==> src/rtl/hsv_to_rgb.sv <==
// rtl/hsv_to_rgb.sv - three-stage HSV-to-RGB converter with clock-enable stall
module hsv_to_rgb (
    input  logic        clk,
    input  logic        rst_n,
    input  logic        ce,
    input  logic        in_valid,
    input  logic [12:0] hue,
    input  logic [9:0]  sat,
    input  logic [9:0]  val,
    output logic        out_valid,
    output logic [9:0]  red,
    output logic [9:0]  green,
    output logic [9:0]  blue,
    output logic        range_err
);

    logic        s1_valid_q;
    logic [9:0]  s1_val_q;
    logic [2:0]  s1_sec_q;
    logic [9:0]  s1_f_q;
    logic        s1_oor_q;
    logic [9:0]  s1_vs_q;
    logic [9:0]  s1_vs_d;

    logic        s2_valid_q;
    logic [9:0]  s2_val_q;
    logic [2:0]  s2_sec_q;
    logic        s2_oor_q;
    logic [9:0]  s2_p_q;
    logic [19:0] s2_vsf_q;
    logic [20:0] s2_vsnf_q;
    logic [10:0] s2_nf;
    logic [9:0]  s2_p_d;
    logic [19:0] s2_vsf_d;
    logic [20:0] s2_vsnf_d;

    logic        out_valid_q;
    logic [9:0]  red_q;
    logic [9:0]  green_q;
    logic [9:0]  blue_q;
    logic        range_err_q;
    logic [9:0]  s3_q_d;
    logic [9:0]  s3_t_d;
    logic [9:0]  red_d;
    logic [9:0]  green_d;
    logic [9:0]  blue_d;

    assign s1_vs_d   = 10'((20'(val) * 20'(sat)) >> 10);

    // vs never exceeds val, so these subtractions cannot wrap
    assign s2_nf     = 11'd1024 - {1'b0, s1_f_q};
    assign s2_p_d    = s1_val_q - s1_vs_q;
    assign s2_vsf_d  = 20'(s1_vs_q) * 20'(s1_f_q);
    assign s2_vsnf_d = 21'(s1_vs_q) * 21'(s2_nf);

    assign s3_q_d    = s2_val_q - 10'(s2_vsf_q >> 10);
    assign s3_t_d    = s2_val_q - 10'(s2_vsnf_q >> 10);

    always_comb begin
        red_d   = s2_val_q;
        green_d = s2_val_q;
        blue_d  = s2_val_q;
        case (s2_sec_q)
            3'd0: begin red_d = s2_val_q; green_d = s3_t_d;   blue_d = s2_p_q;   end
            3'd1: begin red_d = s3_q_d;   green_d = s2_val_q; blue_d = s2_p_q;   end
            3'd2: begin red_d = s2_p_q;   green_d = s2_val_q; blue_d = s3_t_d;   end
            3'd3: begin red_d = s2_p_q;   green_d = s3_q_d;   blue_d = s2_val_q; end
            3'd4: begin red_d = s3_t_d;   green_d = s2_p_q;   blue_d = s2_val_q; end
            3'd5: begin red_d = s2_val_q; green_d = s2_p_q;   blue_d = s3_q_d;   end
            default: begin red_d = s2_val_q; green_d = s2_val_q; blue_d = s2_val_q; end
        endcase
    end

    always_ff @(posedge clk or negedge rst_n) begin
        if (!rst_n) begin
            s1_valid_q  <= 1'b0;
            s1_val_q    <= '0;
            s1_sec_q    <= '0;
            s1_f_q      <= '0;
            s1_oor_q    <= 1'b0;
            s1_vs_q     <= '0;
            s2_valid_q  <= 1'b0;
            s2_val_q    <= '0;
            s2_sec_q    <= '0;
            s2_oor_q    <= 1'b0;
            s2_p_q      <= '0;
            s2_vsf_q    <= '0;
            s2_vsnf_q   <= '0;
            out_valid_q <= 1'b0;
            red_q       <= '0;
            green_q     <= '0;
            blue_q      <= '0;
            range_err_q <= 1'b0;
        end else if (ce) begin
            s1_valid_q  <= in_valid;
            s1_val_q    <= val;
            s1_sec_q    <= hue[12:10];
            s1_f_q      <= hue[9:0];
            s1_oor_q    <= (hue[12:11] == 2'b11);
            s1_vs_q     <= s1_vs_d;
            s2_valid_q  <= s1_valid_q;
            s2_val_q    <= s1_val_q;
            s2_sec_q    <= s1_sec_q;
            s2_oor_q    <= s1_oor_q;
            s2_p_q      <= s2_p_d;
            s2_vsf_q    <= s2_vsf_d;
            s2_vsnf_q   <= s2_vsnf_d;
            out_valid_q <= s2_valid_q;
            red_q       <= red_d;
            green_q     <= green_d;
            blue_q      <= blue_d;
            range_err_q <= s2_oor_q;
        end
    end

    assign out_valid = out_valid_q;
    assign red       = red_q;
    assign green     = green_q;
    assign blue      = blue_q;
    assign range_err = range_err_q;

endmodule

==> config.mk <==
export PLATFORM = sky130hd
export DESIGN_NAME = hsv_to_rgb
export DESIGN_NICKNAME = d
export VERILOG_FILES = /design/src/rtl/hsv_to_rgb.sv
export SDC_FILE = /design/constraint.sdc
export NUM_CORES = 1
export LEC_CHECK = 0
export ABC_AREA = 1
export BUFFER_PORTS_ARGS = -buffer_cell sky130_fd_sc_hd__clkbuf_2
export CAP_MARGIN = 20
export CORE_MARGIN = 2
export CORE_UTILIZATION = 52
export DETAILED_ROUTE_END_ITERATION = 12
export PLACE_DENSITY = 0.76
export SYNTH_ARGS = -nofsm -noshare
export SYNTH_HDL_FRONTEND = slang
export SYNTH_SLANG_ARGS = --single-unit
==> constraint.sdc <==
create_clock -name clk -period 6.3 [get_ports clk]
set_input_delay 0.315 -clock clk [delete_from_list [all_inputs] [get_ports clk]]
set_output_delay 0.315 -clock clk [all_outputs]
set_load 0.05 [all_outputs]
# Yosys cells after proc, flatten, opt, wreduce, memory -nomap -nowiden
# Index checks and enable logic that the tools add are counted.
[word_totals] regBits=132 in_bits=37 output_inout_bits=32 word_cells=38
[classes] n_addsub=4 n_mul=3 eq_ne=6 n_mux=3 n_reduce_logical=4
[ops] cell="$pmux 10 s3" n=3
[ops] cell="$mul 10x10->20" n=2
[ops] cell="$sub 10x10->10" n=3
[ops] cell="$mul 10x11->20" n=1
[ops] cell="$sub 11x10->11 const A" n=1
[ops] cell="$eq 3x2->1 const B" n=2
[ops] cell="$eq 3x3->1 const B" n=2
[ops] cell="$reduce_or 2->1" n=3
[ops] cell="$eq 3x1->1 const B" n=1
[ops] cell="$logic_not 3->1" n=1
[ops] cell="$eq 2x2->1 const B" n=1

# Logic depth before layout (Yosys ltp)
# Gate-level depths: netlist of the first run.
[depth] word_depth=3 depth_mapped=32 ltp_nobuf=31

# Worst setup path after synthesis of the first run
# OpenSTA, ideal clock, no wires.
[synth_path] path_type="register to register" startpoint="reg s1_f_q[0]" endpoint="reg s2_vsnf_q[19]" setup_ns=0.118 arrival_time_ns=5.239 t_required_ns=6.182 path_slack_ns=0.943 stages_incl_launch_ff=28 n_path_buf=1 synth_period_minus_slack_ns=5.357 cell_sequence="dfrtp_1 buf_6 clkinv_2 ha_1 nand2_1 nor2_2 nand2_1 nor2_4 xor2_2 nand2_1 fa_1 inv_1 fa_1 fa_1 fa_1 inv_1 fa_1 inv_1 ha_1 a21oi_1 a21boi_0 nand2_1 nand2_1 nand2_1 nor2_1 nand2_1 nand3_1 nand2_1"
[synth_via] elab_chain_cells=2
[synth_lines] item="start: declaration" line_no="20" rtl="logic [9:0] s1_f_q;"
[synth_lines] item="start signal: assignment" line_no="98" rtl="s1_f_q <= hue[9:0];"
[synth_lines] item="$sub 11x10->11" line_no="51" rtl="assign s2_nf = 11'd1024 - {1'b0, s1_f_q};"
[synth_lines] item="$mul 10x11->20" line_no="54" rtl="assign s2_vsnf_d = 21'(s1_vs_q) * 21'(s2_nf);"
[synth_lines] item="end signal: assignment" line_no="107" rtl="s2_vsnf_q <= s2_vsnf_d;"
[synth_lines] item="end: declaration" line_no="31" rtl="logic [20:0] s2_vsnf_q;"
# No other way between the ends.
# A chain may end at the register's enable or synchronous reset.

# Final worst setup path of the first run
[layout_path] startpoint="reg s1_f_q[1]" endpoint="reg s2_vsnf_q[13]"
# The elaborated chain is that of the path after synthesis.

==> flow_results.org, run 1 <==
** Synth
- The synthesized design devotes to its leading area cell type between 20% and 30% of total area.
- Synth area leaders :: sky130_fd_sc_hd__fa_1, sky130_fd_sc_hd__dfrtp_1, sky130_fd_sc_hd__nand2_1, sky130_fd_sc_hd__ha_1, sky130_fd_sc_hd__inv_1
- Number of instances in the synthesized netlist :: roughly 2.3k
- Counting every net in the synthesized netlist gives between 2k and 3k.
- Cell type with the highest aggregate area in the netlist :: sky130_fd_sc_hd__fa_1
- Cell variety after synth :: 47
- Flip-flop cell with the highest count after synthesis :: sky130_fd_sc_hd__dfrtp_1
- In this run, synthesis inferred 0 flip-flops with an integrated enable.
- In this run the cell area of the synthesized design comes to between 15000 and 20000 µm².
- Async S/R FF share, synth :: between 90% and 100%
- Library cell with the highest instance count after synthesis :: sky130_fd_sc_hd__nand2_1
- A synthesized cell averages between 7 and 8 µm².
- Synthesis inferred around 110 register bits.
- Sequential cells were found to cover 16.8% of the synthesized design area.
- Yosys warning total :: 0
- In the synthesized netlist, the cells that appear most often are sky130_fd_sc_hd__nand2_1, sky130_fd_sc_hd__inv_1, sky130_fd_sc_hd__fa_1.

** CTS
- For the worst-skew pair, the clock arrives at the later sink with an insertion delay of between 300 and 400 ps.
- Maximum level of the CTS H-tree :: 3
- The tree is rooted in a sky130_fd_sc_hd__clkbuf_16.
- TritonCTS built the clock tree.
- Cts bufs inserted :: 9
- The clock net in this run drives a total of approximately 110 sinks.
- Once the clock tree was built, the setup fixing pass inserted 0 buffers.
- Number of buffers on the longest clock path :: 2
- Clock transition at the registers of the reported paths :: 80 ps

** STA
- Setup slack closes at about 410 ps.
- Hold Vio Cnt, Final :: 0
- Unrepaired setup endpoints after global routing :: false
- The max-slew violation total from the final report came to 0.
- For the pin with the worst max-slew slack, the measured transition is roughly 1000 ps.
- Across the routed clock network, the largest skew measured is 12.7 ps.
- Accumulated negative setup slack :: 0 ps
- Share of the cycle needed by the critical path after routing :: 93.4%
- Setup violations remaining at the end of the flow were counted as 0.
- After layout, the minimum clock period comes to 5890 ps.
- Peak clock frequency supported by timing :: ~170 MHz
- Worst max-slew margin expressed relative to the limit :: 32.9%

** Final layout
- Once layout is complete, the utilization of the core stands at a little under three fifths.
- Fraction of layout cells with a size suffix above 1 :: 6.50%
- In the final design database the tool counted between 2k and 3k nets.
- Relative to the synthesized area, the layout overhead comes to 6.25%.
- The number of antenna diodes in the final layout is 0.

** Critical path
- The slowest stage of the critical path belongs to the cell sky130_fd_sc_hd__fa_1.
- Cell occurring most often along the worst timing path :: sky130_fd_sc_hd__inv_1
- Data on the critical path is required at its endpoint by about 6500 ps.
- In this design, the stage delay of the slowest critical-path cell is approximately 530 ps.
- The worst setup path is captured at a flop.
- At the worst endpoint, the arrival time is about 6100 ps.
- The worst setup path is of the flop to flop kind.
- Crit path max fanout :: 11
- Critical Path Start Type :: flop

** Global routing
- Total congestion overflow after global routing :: 0
- Global-route total usage across every layer :: between 20% and 30%
- Entering global routing, the biggest net connects about 90 pins.
- Global-route wire length before repair :: 73400 µm
- Via count of the first global-routing pass :: about 15k
- The number of antenna violations at the first check in global routing came to 0.

** Floorplan
- Die outline width :: between 150 and 200 µm
- From bottom edge to top edge, the die measures between 150 and 200 µm.
- Site Rows :: between 60 and 70
- In this run the standard cell core region covers roughly 32000 µm².
- Die Area :: 33500 µm²
- For this configuration, the core starts out at a cell density of 52.8%.
- Number of top-level design ports :: roughly 70

** Routing
- First drt pass iteration count :: 6
- Total DRC errors in the routed layout :: 0
- The routed layout has between 10k and 15k vias.
- Dividing the detail-routed wire length by the instance count gives around 16 µm.
- Using the TritonRoute via totals, the vias-per-cell ratio works out to about 5.4.
- Count of routing violations after the opening detailed-route iteration :: 1023
- Post-detailed-route count of antenna-violating nets :: 0
- Final Routed Wirelength :: approximately 44000 µm

** Outcome
- The run finished with clean final reports.

** Flow run
- Max-capacitance violation count :: 0

** Place
- Prior to clock tree synthesis, the placed netlist has a worst setup slack of 338 ps.
- Final Wtd Congestion :: approximately 0.95
- Sum of net half-perimeters after detailed placement :: 35900 µm
- Number of input and output port buffers inserted :: 68

** Min path
- Path category of the worst min-delay check :: input port to flop
-- per-layer routing --
| layer | vias up | part of all wire, % | track usage, % |
|---|---|---|---|
| met5 | - | 0 | 0 |
| met4 | 0 | 2.5 | 7.84 |
| met3 | 69 | 5.7 | 2.46 |
| met2 | 436 | 48 | 46.0 |
| met1 | 7091 | 44 | 37.7 |
| li1 | 7097 | - | - |
-- path summary, 6_finish.rpt --
kind,start,to,slack [ps],cells after the start
worst max-delay path,s1_f_q[1]$_DFFE_PN0P_,s2_vsnf_q[13]$_DFFE_PN0P_,410,28
worst min-delay path,in_valid,s1_valid_q$_DFFE_PN0P_,150,3
worst max register to register,s1_f_q[1]$_DFFE_PN0P_,s2_vsnf_q[13]$_DFFE_PN0P_,410,28
worst min register to register,s2_valid_q$_DFFE_PN0P_,s2_valid_q$_DFFE_PN0P_,480,2
max in group asynchronous,rst_n,s1_f_q[1]$_DFFE_PN0P_,4390,3
min in group asynchronous,rst_n,green[2]$_DFFE_PN0P_,500,2
-- flip-flops by register name, summed over array words and instances, names as in the netlist, 3 cells and up --
name / cells
blue: 10
green: 10
red: 10
s1_f_q: 10
s1_val_q: 10
s1_vs_q: 10
s2_p_q: 10
s2_val_q: 10
s2_vsf_q: 10
s2_vsnf_q: 10
s1_sec_q: 3
s2_sec_q: 3
-- kinds of logic (layout without fill, tap and decap cells) --
kind of cell / after synthesis / in the layout / synth area share (%)
buffers and inverters: 543 / 576 / 12.4
AND/OR/NAND/NOR: 986 / 986 / 24.4
flip-flops: 112 / 112 / 16.8
adder cells (fa/ha/maj): 378 / 378 / 37.1
XOR/XNOR: 22 / 22 / 1.20
AO/OA/AOI/OAI: 249 / 249 / 8.06
-- what timing repair did --
action | CTS | global route
hold buffers | 1 | 0
endpoints found under the setup margin | 0 | 6
hold endpoints to repair | 44 | 0
resized for setup | 0 | 3
-- worst max-delay path, delay by kind of cell, from the launching register on --
family          cells  cell delay, ps
fa+ha+maj           7            3010
simple gates       12            1380
buf+inv             7             560
flops               1             480
compound gates      2             300
-- cells in the final DEF (no fill, tap or decap), types with 10 or more instances in the layout --
cell	instances
sky130_fd_sc_hd__nand2_1	658
sky130_fd_sc_hd__inv_1	451
sky130_fd_sc_hd__fa_1	193
sky130_fd_sc_hd__ha_1	185
sky130_fd_sc_hd__nor2_1	135
sky130_fd_sc_hd__nand3_1	119
sky130_fd_sc_hd__dfrtp_1	111
sky130_fd_sc_hd__o21ai_0	110
sky130_fd_sc_hd__a21oi_1	93
sky130_fd_sc_hd__clkbuf_2	66
sky130_fd_sc_hd__buf_4	24
sky130_fd_sc_hd__xor2_1	15
sky130_fd_sc_hd__nand3b_1	14
sky130_fd_sc_hd__inv_2	13
sky130_fd_sc_hd__nand4_1	13
sky130_fd_sc_hd__nor3_1	13
sky130_fd_sc_hd__o21ai_1	11
sky130_fd_sc_hd__or2_2	10
-- stage by stage --
step                std cells  cell area [µm²]  hold WS, ps
global placement         2709            17400          350
finish                   2725            17700          146
global route             2725            17700          166
detailed placement       2709            17400          365
CTS                      2725            17700          145
floorplan                2290            16700         19.4
-- cell type report --
type                            instances  area, µm²
Fill cell                            2973      13800
Timing Repair Buffer                   91        520
Inverter                              470       1770
Sequential cell                       112       2800
Multi-Input combinational cell       1635      11800
Clock inverter                          6       85.1
Clock buffer                            9        225
Tap cell                              402        503
Power of run 1 is left out: the tool's default activity adds up to more than one toggle a clock period on the data nets, which glitch-free logic cannot reach.
==> inputs of run 2 (changes only) <==
Settings changed: CTS_BUF_LIST set to sky130_fd_sc_hd__clkbuf_4 sky130_fd_sc_hd__clkbuf_8, SLEW_MARGIN set to 25.
==> run 2 against run 1 <==
  * Via count up 0.79%
  * Critical path depth unchanged
  * Non-clock buffer count unchanged
  * Worst setup slack worse by 1.4 ps
  * Final cell count unchanged
  * Sequential share of layout area up 0.091 points
  * Maximum frequency about the same
  * Count of clock-buffer cells in the layout unchanged
  * Register-to-register slack about the same
  * Die area unchanged
  * Wire length about the same
==> flow_results.org, run 2 (synthesized netlist as in run 1, its figures left out) <==
** Outcome
- Result of the run :: completed (unchanged)

** CTS
- TritonCTS clock tree :: done (unchanged)
- Cts bufs inserted :: 9 (unchanged)
- Clock network latency to the later pin of the worst-skew pair :: 410 ps (was 370 ps)
- Buffer count from post-CTS setup fixing :: 0 (unchanged)
- The buffer type at the clock tree root was sky130_fd_sc_hd__clkbuf_8 (was sky130_fd_sc_hd__clkbuf_16).
- Maximum level of the CTS H-tree :: 3 (unchanged)
- The number of sinks handled by clock tree synthesis came to 112 (unchanged).
- Clock transition at the registers of the reported paths :: 120 ps (was 80 ps)
- The number of buffers on the longest clock path was 2 (unchanged).

** Critical path
- The cell at the slowest stage of the critical path was sky130_fd_sc_hd__fa_1 (unchanged).
- Data required, critical path :: 6570 ps (was 6520 ps)
- The path type of the worst setup path is flop to flop (unchanged).
- Cell occurring most often along the worst timing path :: sky130_fd_sc_hd__inv_1 (unchanged)
- The worst stage delay on the critical path was 530 ps (about the same).
- The arrival time of data at the critical path endpoint is 6160 ps (was 6110 ps).
- Crit path max fanout :: 11 (unchanged)
- The internal reg-to-reg setup slack is 410 ps (about the same).
- The depth of the worst register-to-register path came to 28 (unchanged).
- The category of the worst setup path launch point is a flop (unchanged).
- The nature of the critical path endpoint is a flop (unchanged).

** Routing
- Via density :: 5.43 (was 5.39)
- Total DRC errors in the routed layout :: 0 (unchanged)
- The total iterations of the first detailed-routing run came to 6 (unchanged).
- Post-detailed-route count of antenna-violating nets :: 0 (unchanged)
- Final Routed Wirelength :: 43900 µm (about the same)
- Routed wirelength normalized by instance count :: 16.1 µm (about the same)
- The number of DRC violations after detailed-routing iteration 0 was 1055 (was 1023).
- DR vias :: 14.8k (was 14.7k)

** Final layout
- The proportion of layout cells with a drive suffix above 1 is 6.50% (unchanged).
- Layout net count :: 2734 (unchanged)
- Synth-to-layout area growth :: 5.64% (was 6.25%)
- The footprint of the flip-flops and latches is 2800 µm² (unchanged).
- The final non-filler cell area came to 17600 µm² (was 17700 µm²).
- Most used cells in the layout excluding fill and tap cells :: sky130_fd_sc_hd__nand2_1, sky130_fd_sc_hd__inv_1, sky130_fd_sc_hd__fa_1, sky130_fd_sc_hd__ha_1, sky130_fd_sc_hd__nor2_1 (unchanged)
- Core utilization of the finished layout :: 55.8% (was 56.1%)
- Inserted Diodes :: 0 (unchanged)
- The multi-input logic area was 11800 µm² (unchanged).
- The most common cell after layout, fill and taps aside is sky130_fd_sc_hd__nand2_1 (unchanged).
- The final-layout fill cell count came to 2991 (was 2973).

** Floorplan
- The area of the die came to 33500 µm² (unchanged).
- The overall die width is 183 µm (unchanged).
- Site Rows :: 65 (unchanged)
- The die extent in y was 183 µm (unchanged).
- Initial standard-cell utilization of the core :: 52.8% (unchanged)
- The number of top-level design ports was 69 (unchanged).
- Core region area :: 31600 µm² (unchanged)

** STA
- The clock skew is 19.7 ps (was 12.7 ps).
- Unrepaired setup endpoints after global routing :: false (unchanged)
- The post-route clock period utilization is 93.5% (was 93.4%).
- Worst max-slew margin expressed relative to the limit :: 36.4% (was 32.9%)
- Peak clock frequency supported by timing :: 170 MHz (about the same)
- The final count of hold timing violations was 0 (unchanged).
- Transition at the pin with the smallest max-transition slack :: 951 ps (was 1000 ps)
- The worst hold slack was 111 ps (was 146 ps).
- The clock period minus worst slack was 5890 ps (about the same).
- Max-slew violation count :: 0 (unchanged)
- Final setup violating endpoints :: 0 (unchanged)
- Accumulated negative setup slack :: 0 ps (unchanged)

** Global routing
- The global-route wire length before repair is 73400 µm (about the same).
- The number of antenna violations at the first check in global routing is 0 (unchanged).
- Global-route total usage across every layer :: 27.3% (about the same)
- Via count of the first global-routing pass :: 14.7k (about the same)
- The maximum number of pins on one net before global-route repair was 88 (unchanged).
- Total congestion overflow after global routing :: 0 (unchanged)

** Place
- The final weighted congestion in routability-driven placement is 0.952 (unchanged).
- The count of input and output buffers came to 68 (unchanged).
- Sum of net half-perimeters after detailed placement :: 35900 µm (unchanged)
- The post-place instance area was 17400 µm² (unchanged).

** Flow run
- Max-capacitance violation count :: 0 (unchanged)

** Min path
- The number of cells on the worst hold path came to 3 (unchanged).
- Path category of the worst min-delay check :: input port to flop (unchanged)
==> run 2: cell counts in the layout (fill, tap and decap cells not counted) <==
No cell type changed its count.
==> run 2: per-stage QoR <==
step                      cells  worst slack (ps)
final                      2725               412
after global routing       2725              27.0
after CTS                  2725               308
after detailed placement   2709               338
after global placement     2709               437
after floorplan            2290               943
==> run 2: final timing paths <==
| kind | start | end |
|---|---|---|
| max in group asynchronous | rst_n | s1_f_q[1]$_DFFE_PN0P_ |
| min in group asynchronous | rst_n | green[0]$_DFFE_PN0P_ |
| worst max-delay path | s1_f_q[1]$_DFFE_PN0P_ | s2_vsnf_q[13]$_DFFE_PN0P_ |
| worst min-delay path | in_valid | s1_valid_q$_DFFE_PN0P_ |
| worst min register to register | s1_sec_q[1]$_DFFE_PN0P_ | s2_sec_q[1]$_DFFE_PN0P_ |
| worst max register to register | s1_f_q[1]$_DFFE_PN0P_ | s2_vsnf_q[13]$_DFFE_PN0P_ |
==> run 2: layer usage <==
layer / global-route usage (%) / vias to the layer above / routed length (µm)
met2: 46.0 / 476 / 21000
met4: 8.16 / 0 / 1160
li1: - / 7086 / -
met5: 0 / - / 0
met3: 2.07 / 81 / 2400
met1: 37.9 / 7166 / 19300
==> run 2: layout make-up <==
type                            count  area share (%)
Timing Repair Buffer               91            2.96
Multi-Input combinational cell   1635            67.1
Clock inverter                      6           0.483
Inverter                          470            10.0
Sequential cell                   112            15.9
Tap cell                          402            2.86
Clock buffer                        9           0.703
==> run 2: critical path, delay by kind of cell, from the launching register on <==
| family | cells | cell delay, ps |
|---|---|---|
| DFF | 1 | 500 |
| buffers and inverters | 7 | 550 |
| AOI/OAI and AO/OA | 2 | 300 |
| adders and majority gates | 7 | 3010 |
| and+or+nand+nor | 12 | 1390 |
==> run 2: repair_timing <==
| item | CTS | global route |
|---|---|---|
| hold buffers | 1 | 0 |
| setup endpoints to repair | 0 | 6 |
| resized for setup | 0 | 3 |
| hold endpoints to repair | 44 | 0 |
Power of run 2 is left out for the same reason.
==> inputs of run 3 (changes only) <==
Settings changed: MAX_ROUTING_LAYER set to met4.
==> run 3 against run 2 <==
  * Final area is essentially flat
  * Sequential share of layout area hardly changed
  * Global-route usage increased by 1.1 points
  * Sequential cell count stayed put
  * Critical path type unchanged
  * Register-to-register slack got worse by 20 ps
==> flow_results.org, run 3 (synthesized netlist as in run 1, its figures left out) <==
** Routing
- The count of antenna-violating nets left after detailed routing came to 0 (unchanged).
- The topmost layer with routed signal wires was met4 (unchanged).
- The met2 wire length was 21400 µm (was 21000 µm).
- The total length of routed wires came to 44500 µm (was 43900 µm).
- Count of routing violations after the opening detailed-route iteration :: 991 (was 1055)
- Routed wirelength normalized by instance count :: 16.3 µm (was 16.1 µm)
- First drt pass iteration count :: 5 (was 6)
- Met1 wire length :: 19900 µm (was 19300 µm)
- The final routed DRC violation total came to 0 (unchanged).
- Via density :: 5.39 (was 5.43)
- Metal3 WL :: 2210 µm (was 2400 µm)
- The vias after detailed routing was 14.7k (was 14.8k).

** Global routing
- Via count of the first global-routing pass :: 15.1k (was 14.7k)
- Global-route total usage across every layer :: 28.4% (was 27.3%)
- Largest net degree at the start of global routing :: 81 (was 88)
- Number of antenna violations at the first check in global routing :: 0 (unchanged)
- The global-route wire length before repair came to 74000 µm (was 73400 µm).
- The residual overflow from global routing was 0 (unchanged).

** CTS
- The deepest level of the CTS H-tree was 3 (unchanged).
- The total setup buffers inserted after CTS was 0 (unchanged).
- TritonCTS clock tree :: done (unchanged)
- The number of sinks handled by clock tree synthesis was 112 (unchanged).
- The number of buffers on the longest clock path is 2 (unchanged).
- Clock transition at the registers of the reported paths :: 120 ps (about the same)
- CTS Root Buffer Type :: sky130_fd_sc_hd__clkbuf_8 (unchanged)
- The clock latency on the worst-skew pair came to 410 ps (about the same).
- Cts bufs inserted :: 9 (unchanged)

** Critical path
- The endpoint of the most critical register-to-register path was s2_vsnf_q[13]$_DFFE_PN0P_ (unchanged).
- The path type of the worst setup path is flop to flop (unchanged).
- Crit path max fanout :: 11 (unchanged)
- The cell at the slowest stage of the critical path is sky130_fd_sc_hd__fa_1 (unchanged).
- Critical Path Start Type :: flop (unchanged)
- Family with the most delay on the worst path :: adder cells (unchanged)
- Data required, critical path :: 6570 ps (about the same)
- Register-to-register path setup slack :: 390 ps (was 410 ps)
- The most frequent cell on the critical path is sky130_fd_sc_hd__inv_1 (unchanged).
- Reg2Reg Depth :: 28 (unchanged)
- The nature of the critical path endpoint is a flop (unchanged).
- Data arrival time of the worst path :: 6170 ps (was 6160 ps)
- The buffer and inverter count on the worst path was 7 (unchanged).
- The beginning of the worst register-to-register path is s1_f_q[1]$_DFFE_PN0P_ (unchanged).
- The worst stage delay on the critical path was 530 ps (about the same).

** Floorplan
- Die H :: 183 µm (unchanged)
- The area of the die is 33500 µm² (unchanged).
- The number of top-level design ports came to 69 (unchanged).
- Core region area :: 31600 µm² (unchanged)
- The overall die width came to 183 µm (unchanged).
- Initial standard-cell utilization of the core :: 52.8% (unchanged)
- Site Rows :: 65 (unchanged)

** Final layout
- The proportion of layout cells with a drive suffix above 1 was 6.66% (was 6.50%).
- The most common cell after layout, fill and taps aside is sky130_fd_sc_hd__nand2_1 (unchanged).
- The number of nets in the final layout came to 2737 (was 2734).
- The antenna diode instance count came to 0 (unchanged).
- Most used cells in the layout excluding fill and tap cells: sky130_fd_sc_hd__nand2_1, sky130_fd_sc_hd__inv_1, sky130_fd_sc_hd__fa_1, sky130_fd_sc_hd__ha_1, sky130_fd_sc_hd__nor2_1 (unchanged).
- The layout-stage area growth over the synthesis result is 5.72% (was 5.64%).

** STA
- The post-route clock period utilization is 93.8% (was 93.5%).
- The max-slew violation total from the final report came to 0 (unchanged).
- Setup Skew :: 20.4 ps (was 19.7 ps)
- The achievable clock frequency was 169 MHz (was 170 MHz).
- Transition at the pin with the smallest max-transition slack :: 999 ps (was 951 ps)
- Accumulated negative setup slack :: 0 ps (unchanged)
- Fin crit period :: 5910 ps (was 5890 ps)
- Final setup violating endpoints :: 0 (unchanged)
- The headroom to the max-slew limit was 33.2% (was 36.4%).
- Hold Vio Cnt, Final :: 0 (unchanged)
- Unrepaired setup endpoints after global routing: false (unchanged).

** Min path
- Hold Path Depth :: 3 (unchanged)
- The worst hold path startpoint is in_valid (unchanged).
- Path category of the worst min-delay check :: input port to flop (unchanged)
- Worst Hold Path EP :: s1_valid_q$_DFFE_PN0P_ (unchanged)

** Place
- The final weighted congestion in routability-driven placement is 0.934 (was 0.952).
- The count of input and output buffers is 68 (unchanged).
- Sum of net half-perimeters after detailed placement :: 36600 µm (was 35900 µm)

** Outcome
- Result of the run: completed (unchanged).

** Flow run
- The count of max-cap constraint violations is 0 (unchanged).
==> run 3: layout make-up <==
class	instances	area, µm²
clock buffers	10	131
clock inverters	6	67.6
fillers	3003	13900
inverters	470	1770
multi-input cells	1635	11800
flip-flops and latches	112	2800
well taps	402	503
repair buffers	94	543
==> run 3: what timing repair did <==
action	in CTS	in global routing
setup endpoints to repair	0	7
hold endpoints to repair	45	0
resized for setup	0	3
hold buffers	1	0
==> run 3: per-layer routing <==
metal	up-vias	GRT usage, %
li1	7081	-
met1	7148	37.3
met2	422	47.5
met3	66	2.78
met4	0	7.23
met5	-	-
==> run 3: how the worst max path moves through the flow <==
stage / startpoint / to / slack (ps) / cells past startpoint
3_5_place_dp: s1_f_q[1]$_DFFE_PN0P_ / s2_vsnf_q[19]$_DFFE_PN0P_ / 350 / 26
4_1_cts: s1_f_q[1]$_DFFE_PN0P_ / s2_vsnf_q[19]$_DFFE_PN0P_ / 290 / 26
3_3_place_gp: s1_f_q[1]$_DFFE_PN0P_ / s2_vsnf_q[19]$_DFFE_PN0P_ / 450 / 26
5_1_grt: s1_f_q[1]$_DFFE_PN0P_ / s2_vsnf_q[18]$_DFFE_PN0P_ / 30 / 28
6_report: s1_f_q[1]$_DFFE_PN0P_ / s2_vsnf_q[13]$_DFFE_PN0P_ / 390 / 28
2_1_floorplan: s1_f_q[0]$_DFFE_PN0P_ / s2_vsnf_q[19]$_DFFE_PN0P_ / 940 / 27
==> run 3: per-stage QoR <==
stage	utilization (%)	setup WS (ps)	instance area [µm²]	std cells	hold slack, ps
4_1_cts	55.8	291	17600	2729	93.6
5_1_grt	55.8	33.1	17600	2729	113
3_3_place_gp	55.1	449	17400	2712	360
3_5_place_dp	55.1	349	17400	2712	375
6_report	55.8	393	17600	2729	97.7
2_1_floorplan	-	943	16700	2290	19.4
==> run 3: worst min-delay path: stages <==
cell                       delay [ps]
sky130_fd_sc_hd__clkbuf_2          70
sky130_fd_sc_hd__nand2_1           40
sky130_fd_sc_hd__nand2_1           50
Power of run 3 is left out for the same reason.
